<file path="config.mk">
export PLATFORM = sky130hd
export DESIGN_NAME = branch_redirect_ctrl
export DESIGN_NICKNAME = d
export VERILOG_FILES = /design/src/rtl/branch_redirect_ctrl.sv
export SDC_FILE = /design/constraint.sdc
export NUM_CORES = 1
export LEC_CHECK = 0
export BUFFER_PORTS_ARGS = -buffer_cell sky130_fd_sc_hd__buf_2
export CAP_MARGIN = 25
export CORE_MARGIN = 2
export CORE_UTILIZATION = 40
export CTS_CLUSTER_DIAMETER = 100
export DETAILED_ROUTE_END_ITERATION = 10
export PLACE_DENSITY = 0.63
export SLEW_MARGIN = 20
export SYNTH_ARGS = -nofsm -noshare
export SYNTH_HDL_FRONTEND = slang
export SYNTH_SLANG_ARGS = --single-unit
export TNS_END_PERCENT = 100
</file>
<file path="constraint.sdc">
create_clock -name clk -period 5.8 [get_ports clk]
set_clock_uncertainty 0.2 [all_clocks]
set_input_delay 0.29 -clock clk [delete_from_list [all_inputs] [get_ports clk]]
set_output_delay 0.29 -clock clk [all_outputs]
set_load 0.02 [all_outputs]
</file>
<file path="src/rtl/branch_redirect_ctrl.sv">
`default_nettype none
// ============================================================================
// Module  : branch_redirect_ctrl
// Brief   : 2-bit-counter BHT plus mispredict redirect sequencer for fetch.
//           Optional perf counters enabled by defining PERF_CNT_EN.
// Rev     : 1.0
// ============================================================================
module branch_redirect_ctrl #(
    parameter int         XLEN      = 64,
    parameter int         BHT_IDX_W = 6,
    parameter logic [1:0] CTR_RST   = 2'b01
) (
    input  logic            clk,
    input  logic            resetn,
    input  logic [XLEN-1:0] f_pc,
    output logic            f_pred_taken,
    input  logic            d_valid,
    input  logic            d_is_branch,
    input  logic            d_is_jump,
    input  logic [XLEN-1:0] d_pc,
    input  logic            d_taken,
    input  logic [XLEN-1:0] d_target,
    input  logic            d_pred_taken,
    output logic            flush_f,
    output logic            stall_d,
    output logic            redirect_valid,
    output logic [XLEN-1:0] redirect_pc,
    input  logic            redirect_ready,
    output logic [31:0]     perf_br_cnt,
    output logic [31:0]     perf_mis_cnt
);

    localparam int c_BHT_DEPTH = 1 << BHT_IDX_W;

    typedef enum logic [0:0] {
        ST_IDLE  = 1'b0,
        ST_REDIR = 1'b1
    } state_t;

    state_t                 r_state;
    state_t                 w_state_nxt;
    logic [1:0]             r_bht [c_BHT_DEPTH];
    logic [XLEN-1:0]        r_redirect_pc;

    logic                   w_resolve;
    logic                   w_taken;
    logic                   w_mis;
    logic                   w_train;
    logic                   w_load_pc;
    logic [BHT_IDX_W-1:0]   w_f_idx;
    logic [BHT_IDX_W-1:0]   w_d_idx;
    logic [1:0]             w_ctr_old;
    logic [1:0]             w_ctr_new;
    logic [XLEN-1:0]        w_corr_pc;
    logic                   w_unused_fpc;

    assign w_f_idx      = f_pc[BHT_IDX_W+1:2];
    assign w_d_idx      = d_pc[BHT_IDX_W+1:2];
    assign w_unused_fpc = ^{f_pc[XLEN-1:BHT_IDX_W+2], f_pc[1:0]};

    // Lookup reads the registered counter, so a same-cycle update is not bypassed.
    assign f_pred_taken = r_bht[w_f_idx][1];

    // Jumps are always taken; a jump flagged together with a branch acts as a jump.
    assign w_resolve = d_valid & (d_is_branch | d_is_jump) & (r_state == ST_IDLE);
    assign w_taken   = d_is_jump | d_taken;
    assign w_mis     = w_resolve & (w_taken != d_pred_taken);
    assign w_train   = w_resolve & d_is_branch & ~d_is_jump;
    assign w_corr_pc = w_taken ? d_target : (d_pc + XLEN'(4));

    assign w_ctr_old = r_bht[w_d_idx];

    always_comb begin
        w_ctr_new = w_ctr_old;
        if (w_taken) begin
            if (w_ctr_old != 2'b11) begin
                w_ctr_new = w_ctr_old + 2'd1;
            end
        end else begin
            if (w_ctr_old != 2'b00) begin
                w_ctr_new = w_ctr_old - 2'd1;
            end
        end
    end

    generate
        for (genvar gi = 0; gi < c_BHT_DEPTH; gi++) begin : g_bht
            always_ff @(posedge clk or negedge resetn) begin
                if (!resetn) begin
                    r_bht[gi] <= CTR_RST;
                end else if (w_train && (w_d_idx == BHT_IDX_W'(gi))) begin
                    r_bht[gi] <= w_ctr_new;
                end
            end
        end
    endgenerate

    always_ff @(posedge clk or negedge resetn) begin
        if (!resetn) begin
            r_state <= ST_IDLE;
        end else begin
            r_state <= w_state_nxt;
        end
    end

    always_comb begin
        w_state_nxt    = r_state;
        flush_f        = 1'b0;
        stall_d        = 1'b0;
        redirect_valid = 1'b0;
        w_load_pc      = 1'b0;
        case (r_state)
            ST_IDLE: begin
                if (w_mis) begin
                    flush_f     = 1'b1;
                    w_load_pc   = 1'b1;
                    w_state_nxt = ST_REDIR;
                end
            end
            ST_REDIR: begin
                flush_f        = 1'b1;
                stall_d        = 1'b1;
                redirect_valid = 1'b1;
                if (redirect_ready) begin
                    w_state_nxt = ST_IDLE;
                end
            end
            default: begin
                w_state_nxt = ST_IDLE;
            end
        endcase
    end

    // Loaded only when entering REDIR, so the PC stays stable for the whole handshake.
    always_ff @(posedge clk or negedge resetn) begin
        if (!resetn) begin
            r_redirect_pc <= '0;
        end else if (w_load_pc) begin
            r_redirect_pc <= w_corr_pc;
        end
    end

    assign redirect_pc = r_redirect_pc;

`ifdef PERF_CNT_EN
    logic [31:0] r_perf_br;
    logic [31:0] r_perf_mis;

    always_ff @(posedge clk or negedge resetn) begin
        if (!resetn) begin
            r_perf_br  <= '0;
            r_perf_mis <= '0;
        end else begin
            if (w_resolve) begin
                r_perf_br <= r_perf_br + 32'd1;
            end
            if (w_mis) begin
                r_perf_mis <= r_perf_mis + 32'd1;
            end
        end
    end

    assign perf_br_cnt  = r_perf_br;
    assign perf_mis_cnt = r_perf_mis;
`else
    assign perf_br_cnt  = 32'd0;
    assign perf_mis_cnt = 32'd0;
`endif

endmodule
`default_nettype wire
</file>
==> metrics.log, run 1 <==
[metrics] status: completed
[metrics] critical path class: primary input to flop
[metrics] Synth-to-Final Area Change: 20.1%
[metrics] final sum of negative setup slack: 0 ns
[metrics] final layout net count: 1,509
[metrics] Relative slew margins: 28.9%
[metrics] final estimated routing congestion in global placement: slightly below 0.9
[metrics] clock-pin slew of the registers on the worst-case setup and hold paths: 0.08 ns
[metrics] first-pass iteration count of the detailed router: 5
[metrics] total of hold buffers inserted after clock tree synthesis: 69
[metrics] Die Area: ~0.03 sq mm
[metrics] core footprint: about 0.029 sq mm
[metrics] worst hold path depth: 3
[metrics] Inserted Clock Buffers: 17
[metrics] Power Total: 3730 uW
[metrics] share of synthesized area occupied by flip-flops and latches: 42.4%
[metrics] RSZ-0062 raised after global routing: no
[metrics] number of enable-type register cells in the synthesized netlist: 0
[metrics] type of the tightest min-delay check: primary input to flop
[metrics] data arrival time of the critical path: just under 4 ns
[metrics] mux share of post-synthesis cell area: between 20% and 30%
[metrics] number of failing setup endpoints in the final timing report: 0
[metrics] Final Max Tran Viols: 0
[metrics] total grt overflow: 0
[metrics] sort of element at the end of the critical path: flop
[metrics] half-perimeter wire length after detailed placement: ~23,000 um
[metrics] # DRC: 0
[metrics] Most used DFF post-synth: dfrtp_1
[metrics] buffers inserted by post-CTS timing repair: 0
[metrics] Antenna Violating Nets Remaining: 0
[metrics] # resized after CTS: 0
[metrics] post-route worst setup slack: roughly 2.0 ns
[metrics] standard-cell row count: 62
[metrics] Syn Inst Count: roughly 1.1k
[metrics] final WL: 32,900 um
[metrics] Req. time, crit path: about 5.9 ns
[metrics] worst slack at placement: 1.91 ns
[metrics] clock sink count: 193
[metrics] cell chosen for the clock root: clkbuf_16
[metrics] TritonCTS clock tree: built
[metrics] Die H: 174 um
[metrics] fraction of registers with async set/reset: 100%
[metrics] total number of vias: 9,028
[metrics] highest clock frequency the design can meet: ~260 MHz
[metrics] maximum ir drop on the vdd rail: 178 uV
[metrics] #FFs+latches synth: between 150 and 200
[metrics] count of maximum capacitance violations: 0
[metrics] number of global-route vias before repair: 8,945
[metrics] min cycle time layout: 3.79 ns
[metrics] share of cells above drive strength 1: 38.6%
[metrics] # H-tree levels: 4
[metrics] first-pass GRT wire length: 51,300 um
[metrics] cell area after synthesis: 0.0116 sq mm
[metrics] area fraction in compound gates after synthesis: 5.66%
[metrics] number of vias per cell: between 5 and 6
[metrics] kind of launch point of the worst setup path: primary input
[metrics] antenna violations before repair: 2
[metrics] dominant combinational cell family by area after synthesis: multiplexers
[metrics] Top-Level Pins: 332
[metrics] chip width: 174 um
[metrics] Overall Global Routing Usage: 21.6%
[metrics] Hold Fails Final Rpt: 0
[metrics] syn_area_per_cell: 10.8 sq um
[metrics] Initial DRC Count: 609
[metrics] xor-xnor portion of the synthesized cell area: 4.46%
[metrics] effective utilization at floorplan: 40.5%
[metrics] yosys synthesis warning count: 0
[metrics] Least-Margin Pin Slew: 1.06 ns
[metrics] portion of the clock cycle consumed by the worst path in the final layout: 65.3%
[metrics] cells on worst reg2reg path: 8
[metrics] per-cell routed wire length: 19.3 um
[metrics] maximum number of pins on one net before global-route repair: 78
[metrics] worst-skew pair later-pin latency: between 0.4 and 0.5 ns
[metrics] adder-cell area share of the yosys netlist: 0.432%
[metrics] static leakage power: between 0.006 and 0.007 uW
[metrics] clk buf depth: 2
[metrics] number of buffers inserted by port buffering: 209
[metrics] Simple-Gate Fraction of Synth Area: 13.7%
[metrics] number of distinct library cells after synthesis: 45
[metrics] areal power density over the cells: 268 mW/mm^2
[metrics] peak fanout along the critical path: 30
[metrics] number of fill cells in the layout: 2,570
[critical path: stages]
cell           delay [ns]
buf_2                0.72
nand4_1              0.35
nor3_1               0.41
nand3_1              0.50
nor3_2               0.54
nand3_1              0.15
xor2_1               0.16
o221ai_1             0.14
dlygate4sd3_1        0.61
[synthesized netlist by cell type, types with 6 or more instances]
library cell | count | share of area [%]
a21oi_1 | 22 | 0.95
a31oi_1 | 6 | 0.32
and3_1 | 12 | 0.65
and4_1 | 6 | 0.45
buf_2 | 13 | 0.56
buf_4 | 69 | 4.5
buf_6 | 11 | 1.1
clkbuf_1 | 45 | 1.5
dfrtp_1 | 129 | 28
dfstp_2 | 64 | 15
inv_1 | 17 | 0.55
mux2_2 | 128 | 12
mux2i_1 | 25 | 2.2
mux4_2 | 53 | 10
nand2_1 | 129 | 4.2
nand3_1 | 47 | 2.0
nand4_1 | 15 | 0.81
nor2_1 | 74 | 2.4
nor3_1 | 16 | 0.69
nor4_1 | 7 | 0.38
o21ai_0 | 48 | 2.1
o221ai_1 | 15 | 1.1
o22ai_1 | 11 | 0.59
xnor2_1 | 19 | 1.4
xor2_1 | 40 | 3.0
[power by group]
part           leakage [uW]  internal, uW  switching, uW
Combinational       0.00361           334            558
Clock              0.000294           606            612
Sequential          0.00236          1530           91.3
[final cells by class]
class                           count  area (sq um)  share of cell area [%]
Multi-Input combinational cell    785          5950                    42.8
Sequential cell                   193          4910                    35.3
Timing Repair Buffer              291          1900                    13.6
Tap cell                          384           480                    3.45
Clock buffer                       18           450                    3.24
Clock inverter                     14           159                    1.14
Inverter                           17          63.8                   0.459
Antenna cell                        1          2.50                  0.0180
[per-stage QoR]
step	cell area [sq um]	cells	utilization, %	hold slack [ns]
after floorplan	11800	1138	-	-0.206
after global placement	12500	1598	43.8	0.160
after detailed placement	12600	1601	44.1	0.167
after CTS	13900	1702	48.6	0.00100
after global routing	13900	1702	48.6	0.00590
final	13900	1703	48.6	0.00677
[placed cells by master (no fill, tap or decap), drive strengths merged, types with 2 or more instances in the layout]
master	Yosys	layout
xor2	40	40
o31ai	5	5
or3	5	5
dlygate4sd3	0	69
a31oi	6	6
and2	5	5
o221ai	15	15
clkbuf	45	19
nor3	18	18
mux4	53	53
or3b	3	3
nor4	7	7
and4	6	6
nand2b	3	3
and3	12	12
nand3b	4	4
nor3b	3	3
buf	98	221
nand4	15	15
inv	17	24
conb	1	64
ha	4	4
dfrtp	129	129
o21ai	50	50
a21oi	22	22
nor2b	5	5
mux2	128	128
nor2	74	74
or2	2	2
nand3	47	47
xnor2	19	19
mux2i	25	25
o22ai	11	11
dfstp	64	64
clkinv	0	6
nand2	131	131
[path summary, 6_finish.rpt]
kind / start / slack (ns) / to
max in group asynchronous: resetn / 3.89 / redirect_pc[30]
min in group asynchronous: resetn / 0.24 / r_bht[11]
setup reg to reg: r_bht[8] / 2.69 / r_bht[52]
hold / removal: d_target[6] / 0.007 / redirect_pc[6]
hold reg to reg: redirect_pc[2] / 0.28 / redirect_pc[2]
setup / recovery: d_pc[2] / 2.01 / redirect_pc[57]
[cells by family (layout without fill, tap and decap cells)]
logic type	after synthesis	in the layout
compound gates	111	111
xor+xnor	59	59
fa+ha+maj	4	4
buf+inv	160	340
flops	193	193
mux	206	206
other cells	1	65
simple gates	341	341
[per-layer routing]
| metal | share of wire, % | vias to the layer above | track usage [%] | wire [um] |
|---|---|---|---|---|
| met4 | 2.2 | 2 | 6.13 | 722 |
| li1 | - | 4161 | - | - |
| met5 | 0.039 | - | 0 | 13 |
| met1 | 44 | 4468 | 29.4 | 14400 |
| met3 | 5.9 | 34 | 4.11 | 1940 |
| met2 | 48 | 363 | 35.4 | 15900 |
[registers in the layout (all words and copies together) (netlist names)]
name and count:
r_bht 128, r_state 1, redirect_pc 64
Note: power is estimated with default switching activity, not from simulation.
==> run 2, diff against run 1 <==
--- a/config.mk
+++ b/config.mk
@@ -11,7 +11,7 @@
 export CORE_UTILIZATION = 40
 export CTS_CLUSTER_DIAMETER = 100
 export DETAILED_ROUTE_END_ITERATION = 10
-export PLACE_DENSITY = 0.63
+export PLACE_DENSITY = 0.66
 export SLEW_MARGIN = 20
 export SYNTH_ARGS = -nofsm -noshare
 export SYNTH_HDL_FRONTEND = slang
==> constraint.sdc (replaced) <==
create_clock -name clk -period 3.1 [get_ports clk]
set_clock_uncertainty 0.2 [all_clocks]
set_input_delay 0.155 -clock clk [delete_from_list [all_inputs] [get_ports clk]]
set_output_delay 0.155 -clock clk [all_outputs]
set_load 0.02 [all_outputs]
==> run 2 against run 1 <==
Register-to-register slack got worse by 2.4 ns. Sequential cell count stayed put. Clock power up 98%. Sequential power up 87%. Clock-buffer cell count is 1 higher. Global-route usage increased by 0.66 points. Die area did not move. First-iteration DRC count grew 26%. Power up 95%. Critical endpoint is now f_pred_taken. Sequential share of layout area down 1.6 points. Via count increased by 4.5%.
==> metrics.log, run 2 (synthesized netlist as in run 1, its figures left out) <==
[metrics] most common library cell in the layout ignoring fill and taps: buf_2
[metrics] TritonCTS clock tree: built
[metrics] max FFs per register: 128
[metrics] Top-Level Pins: 332
[metrics] areal power density over the cells: 498 mW/mm^2
[metrics] Final Max Tran Viols: 0
[metrics] count of maximum capacitance violations: 0
[metrics] worst slack at placement: 0.281 ns
[metrics] Antenna Violating Nets Remaining: 0
[metrics] total grt overflow: 0
[metrics] number of fill cells in the layout: between 2k and 3k
[metrics] Inserted Clock Buffers: 17
[metrics] most used cells in the layout excluding fill and tap cells: buf_2 (208), dfrtp_1 (129), nand2_1 (128), mux2_2 (128), dlygate4sd3_1 (109)
[metrics] final WL: roughly 34,000 um
[metrics] number of vias per cell: 5.35
[metrics] sort of element at the end of the critical path: output pin
[metrics] cell chosen for the clock root: clkbuf_16
[metrics] per-cell routed wire length: 19.4 um
[metrics] Initial DRC Count: 768
[metrics] post-route worst setup slack: 0.177 ns
[metrics] Die H: about 170 um
[metrics] most used cell, CP: mux4_2
[metrics] type of the tightest min-delay check: primary input to flop
[metrics] antenna violations before repair: 3
[metrics] min cycle time layout: 2.92 ns
[metrics] number of buffers inserted by port buffering: 209
[metrics] Least-Margin Pin Slew: 0.738 ns
[metrics] Req. time, crit path: roughly 2.7 ns
[metrics] Antenna Cells: 0
[metrics] final estimated routing congestion in global placement: 0.918
[metrics] effective utilization at floorplan: 40.5%
[metrics] number of failing setup endpoints in the final timing report: 0
[metrics] clock-pin slew of the registers on the worst-case setup and hold paths: roughly 0.090 ns
[metrics] critical path class: flop to output pin
[metrics] portion of the clock cycle consumed by the worst path in the final layout: 94.3%
[metrics] half-perimeter wire length after detailed placement: 24,200 um
[metrics] # DRC: 0
[metrics] share of cells above drive strength 1: 38.5%
[metrics] Sequential Area: between 0.004 and 0.005 sq mm
[metrics] critical path's slowest cell: mux4_2
[metrics] # H-tree levels: 4
[metrics] Hold Fails Final Rpt: 0
[metrics] core footprint: 0.0286 sq mm
[metrics] Overall Global Routing Usage: 22.3%
[metrics] first-pass GRT wire length: 53,100 um
[metrics] kind of launch point of the worst setup path: flop
[metrics] maximum ir drop on the vdd rail: around 360 uV
[metrics] first-pass iteration count of the detailed router: 7
[metrics] Synth-to-Final Area Change: 25.9%
[metrics] clock sink count: a little under 200
[metrics] data arrival time of the critical path: 2.57 ns
[metrics] maximum number of pins on one net before global-route repair: 84
[metrics] largest stage delay on the critical path: 0.54 ns
[metrics] clk buf depth: 2
[metrics] Relative slew margins: between 50% and 60%
[metrics] number of global-route vias before repair: 9,486
[metrics] total number of vias: between 9k and 10k
[metrics] static leakage power: 0.00662 uW
[metrics] standard-cell row count: 62
[metrics] Die Area: 0.0303 sq mm
[metrics] peak fanout along the critical path: 3
[metrics] register bank with the most flops: r_bht
[metrics] cell-by-cell trace of the critical path: mux4_2 -> mux4_2 -> mux4_2 -> buf_2
[metrics] chip width: 174 um
[metrics] final layout net count: 1,571
[metrics] highest clock frequency the design can meet: roughly 340 MHz
[metrics] status: completed
[metrics] final sum of negative setup slack: 0 ns
[metrics] worst-skew pair later-pin latency: approximately 0.44 ns
[metrics] multi-input gate area in the final layout: 0.00596 sq mm
[metrics] RSZ-0062 raised after global routing: no
run 2: per-stage QoR:
step | instances | total power [uW] | hold WS, ns | cell area [sq um] | util (%)
6_report | 1764 | 7270 | 0.0155 | 14600 | 50.9
2_1_floorplan | 1138 | 4090 | -0.341 | 11800 | -
3_5_place_dp | 1623 | 4690 | 0.0721 | 12800 | 44.8
4_1_cts | 1764 | 7310 | 0.0113 | 14600 | 50.9
5_1_grt | 1764 | 7590 | 0.0337 | 14600 | 50.9
3_3_place_gp | 1622 | 4650 | 0.0657 | 12800 | 44.8
run 2: final timing paths:
check                               startpoint  cells after the start  slack, ns              end
max in group asynchronous               resetn                      3       1.74        r_bht[48]
worst min-delay path                  d_pc[29]                      5       0.02  redirect_pc[29]
worst min register to register  redirect_pc[2]                      2       0.28   redirect_pc[2]
worst max-delay path                 r_bht[65]                      4       0.18     f_pred_taken
min in group asynchronous               resetn                      2       0.13        r_bht[29]
worst max register to register         r_state                      5       0.25       r_bht[119]
run 2: where the power goes:
group          internal (uW)  leakage (uW)  switching (uW)
clock                   1270      0.000318            1140
sequential              2860       0.00236             177
combinational            740       0.00394            1080
total                   4870       0.00662            2400
run 2: area by class of cell:
| class | count | share of cell area (%) |
|---|---|---|
| clock inverter | 13 | 1.20 |
| sequential | 193 | 33.7 |
| inverter | 17 | 0.438 |
| clock buffer | 19 | 3.26 |
| tap | 384 | 3.29 |
| multi-input combinational | 785 | 40.8 |
| timing repair buffer | 353 | 17.3 |
run 2: worst max-delay path: cells and delay by family (launching register included):
family	cells	cell delay [ns]
buffers and inverters	1	0.18
DFF	1	0.42
muxes	3	1.53
run 2: timing repair:
item	4_1_cts	5_1_grt
hold endpoints to repair	121	0
gates resized for setup	0	1
setup buffers	0	0
hold buffers	109	0
endpoints found under the setup margin	0	2
run 2: layer usage:
layer  vias to the layer above  GRT usage (%)  part of all wire (%)
met4                         6           8.93                   3.6
met1                      4684           28.7                    42
met2                       399           37.0                    48
met5                         -              0                  0.11
met3                        72           4.37                   6.3
li1                       4269              -                     -
==> run 3, diff against run 2 <==
==> constraint.sdc (replaced) <==
create_clock -name clk -period 3.1 [get_ports clk]
set_clock_uncertainty 0.2 [all_clocks]
set_input_delay 0.775 -clock clk [delete_from_list [all_inputs] [get_ports clk]]
set_output_delay 0.775 -clock clk [all_outputs]
set_load 0.02 [all_outputs]
==> run 3 against run 2 <==
The run now ends with setup timing left. Combinational power decreased by 9%. Power fell by 6.2%. Sequential share of layout area rose by 1.8 points. Core utilization down 2.6 points. Worst setup slack got worse by 0.77 ns. Die area is the same. Largest power group unchanged. Highest routed layer unchanged.
==> metrics.log, run 3 (synthesized netlist as in run 1, its figures left out) <==
[metrics] status: complete, but fails checks
[metrics] violations in the final reports: setup timing
[metrics] largest stage delay on the critical path: 0.53 ns
[metrics] most common library cell in the layout ignoring fill and taps: buf_2
[metrics] Power Total: 6820 uW
[metrics] cell area after placement: 0.0132 sq mm
[metrics] met3 GRT Util: 4.88%
[metrics] worst hold endpoint: redirect_pc[2]
[metrics] reg-to-reg critical path startpoint: r_bht[105]
[metrics] critical path class: primary input to output pin
[metrics] Sequential Area: approximately 0.005 sq mm
[metrics] antenna violations before repair: 8
[metrics] data arrival time of the critical path: roughly 2.7 ns
[metrics] peak fanout along the critical path: 8
[metrics] share of cells above drive strength 1: 43.4%
[metrics] Worst Hold Launch: redirect_pc[2]
[metrics] highest clock frequency the design can meet: 271 MHz
[metrics] core footprint: 0.0286 sq mm
[metrics] Die H: 174 um
[metrics] register bank with the most flops: r_bht
[metrics] reg2reg end: r_bht[18]
[metrics] type of the tightest min-delay check: flop to flop
[metrics] cells on worst reg2reg path: 9
[metrics] global-route track usage on met2: 36.9%
[metrics] Final Max Tran Viols: 0
[metrics] buffers inserted by post-CTS timing repair: 0
[metrics] clk buf depth: 2
[metrics] multi-input gate area in the final layout: 0.00595 sq mm
[metrics] number of vias per cell: 5.33
[metrics] sort of element at the end of the critical path: output pin
[metrics] critical path's slowest cell: mux4_2
[metrics] standard-cell row count: between 60 and 70
[metrics] total grt overflow: 0
[metrics] post-route worst setup slack: -0.590 ns
[metrics] Antenna Violating Nets Remaining: 0
[metrics] per-cell routed wire length: 19.4 um
[metrics] kind of launch point of the worst setup path: primary input
[metrics] cell-by-cell trace of the critical path: buf_12 -> buf_12 -> mux4_2 -> mux4_2 -> mux4_2 -> buf_6
[metrics] final estimated routing congestion in global placement: about 0.92
[metrics] gr busiest metal: met2
[metrics] max FFs per register: 128
[metrics] # DRC: 0
[metrics] final layout net count: 1,503
[metrics] maximum number of pins on one net before global-route repair: 130
[metrics] total number of vias: 9,071
[metrics] first-pass iteration count of the detailed router: 4
[metrics] effective utilization at floorplan: 40.5%
[metrics] first-pass GRT wire length: about 52,000 um
[metrics] maximum ir drop on the vdd rail: 305 uV
[metrics] clock-pin slew of the registers on the worst-case setup and hold paths: 0.07 ns
[metrics] half-perimeter wire length after detailed placement: 24,900 um
[metrics] chip width: 174 um
[metrics] final WL: about 33,000 um
[metrics] number of buffers inserted by port buffering: 209
[metrics] number of fill cells in the layout: 2,621
[metrics] TritonCTS clock tree: built
[metrics] min cycle time layout: 3.69 ns
[metrics] slack of the worst reg-to-reg path: 0.42 ns
[metrics] global routing met1 resource utilization: 27.7%
[metrics] worst-skew pair later-pin latency: 0.45 ns
[metrics] final hold slack: 0.281 ns
[metrics] Util after Layout: 48.3%
[metrics] Die Area: 0.0303 sq mm
[metrics] Least-Margin Pin Slew: 0.543 ns
[metrics] portion of the clock cycle consumed by the worst path in the final layout: 119%
[metrics] Synth-to-Final Area Change: 19.4%
[metrics] number of failing setup endpoints in the final timing report: 1
[metrics] most used cell, CP: mux4_2
[metrics] Req. time, crit path: ~2.1 ns
[metrics] most used cells in the layout excluding fill and tap cells: buf_2 (206), dfrtp_1 (129), nand2_1 (128), mux2_2 (128), nor2_1 (73)
[metrics] # H-tree levels: 4
[metrics] Top-Level Pins: ~330
[metrics] Non-Filler Cell Area, Final: 0.0138 sq mm
[metrics] Relative slew margins: 63.8%
[metrics] cell chosen for the clock root: clkbuf_16
[metrics] Overall Global Routing Usage: roughly 22%
[metrics] Inserted Clock Buffers: 17
[metrics] RSZ-0062 raised after global routing: yes
[metrics] number of global-route vias before repair: 9,129
[metrics] count of maximum capacitance violations: 0
[metrics] areal power density over the cells: between 400 and 500 mW/mm^2
[metrics] Hold Fails Final Rpt: 0
[metrics] static leakage power: 0.00632 uW
[metrics] worst hold path depth: 2
[metrics] clock sink count: 193
[metrics] Initial DRC Count: 683
-- run 3: cell types whose count changed in the layout (fill, tap and decap cells not counted), sizes merged --
| cell | previous run | this run |
|---|---|---|
| buf | 243 | 283 |
| bufinv | 1 | 0 |
| clkbuf | 20 | 18 |
| clkinv | 4 | 8 |
| clkinvlp | 0 | 2 |
| diode | 0 | 5 |
| dlygate4sd3 | 109 | 1 |
| inv | 25 | 22 |
-- run 3: what timing repair did --
| action | CTS | global route |
|---|---|---|
| hold buffers | 1 | 0 |
| gates cloned | 1 | 0 |
| hold endpoints to repair | 8 | 0 |
| setup endpoints to repair | 1 | 1 |
| gates resized for setup | 6 | 1 |
-- run 3: worst max-delay path: cells and delay by family --
family   cells  cell delay, ns
buf+inv      3            0.38
mux          3            1.55
-- run 3: cell type report --
class / instances / area share, %
clock buffer: 17 / 3.08
tap: 384 / 3.47
timing repair buffer: 285 / 13.4
antenna: 5 / 0.0905
inverter: 17 / 0.461
sequential: 193 / 35.5
multi-input combinational: 785 / 43.0
clock inverter: 15 / 0.932
-- run 3: how the worst max path moves through the flow --
stage | to | from
6_report | f_pred_taken | f_pc[2]
5_1_grt | f_pred_taken | f_pc[2]
4_1_cts | f_pred_taken | f_pc[2]
3_5_place_dp | f_pred_taken | f_pc[2]
3_3_place_gp | f_pred_taken | f_pc[2]
2_1_floorplan | f_pred_taken | f_pc[2]
-- run 3: power by group --
group,total [uW],switching [uW],internal [uW]
combinational,1650,1030,622
clock,2140,1080,1050
sequential,3030,174,2860
total,6820,2290,4530
-- run 3: layer usage --
layer	wire, um	up-vias
li1	-	4150
met1	13600	4537
met2	16500	321
met3	2040	55
met4	854	8
met5	50	-
-- run 3: stage by stage --
step                      setup slack [ns]  setup TNS (ns)  instances
after global routing                -0.601          -0.601       1699
after CTS                           -0.588          -0.588       1696
after global placement              -0.641          -21.74       1662
final                               -0.590          -0.590       1701
after floorplan                     -0.405          -0.405       1138
after detailed placement            -0.650          -26.14       1662
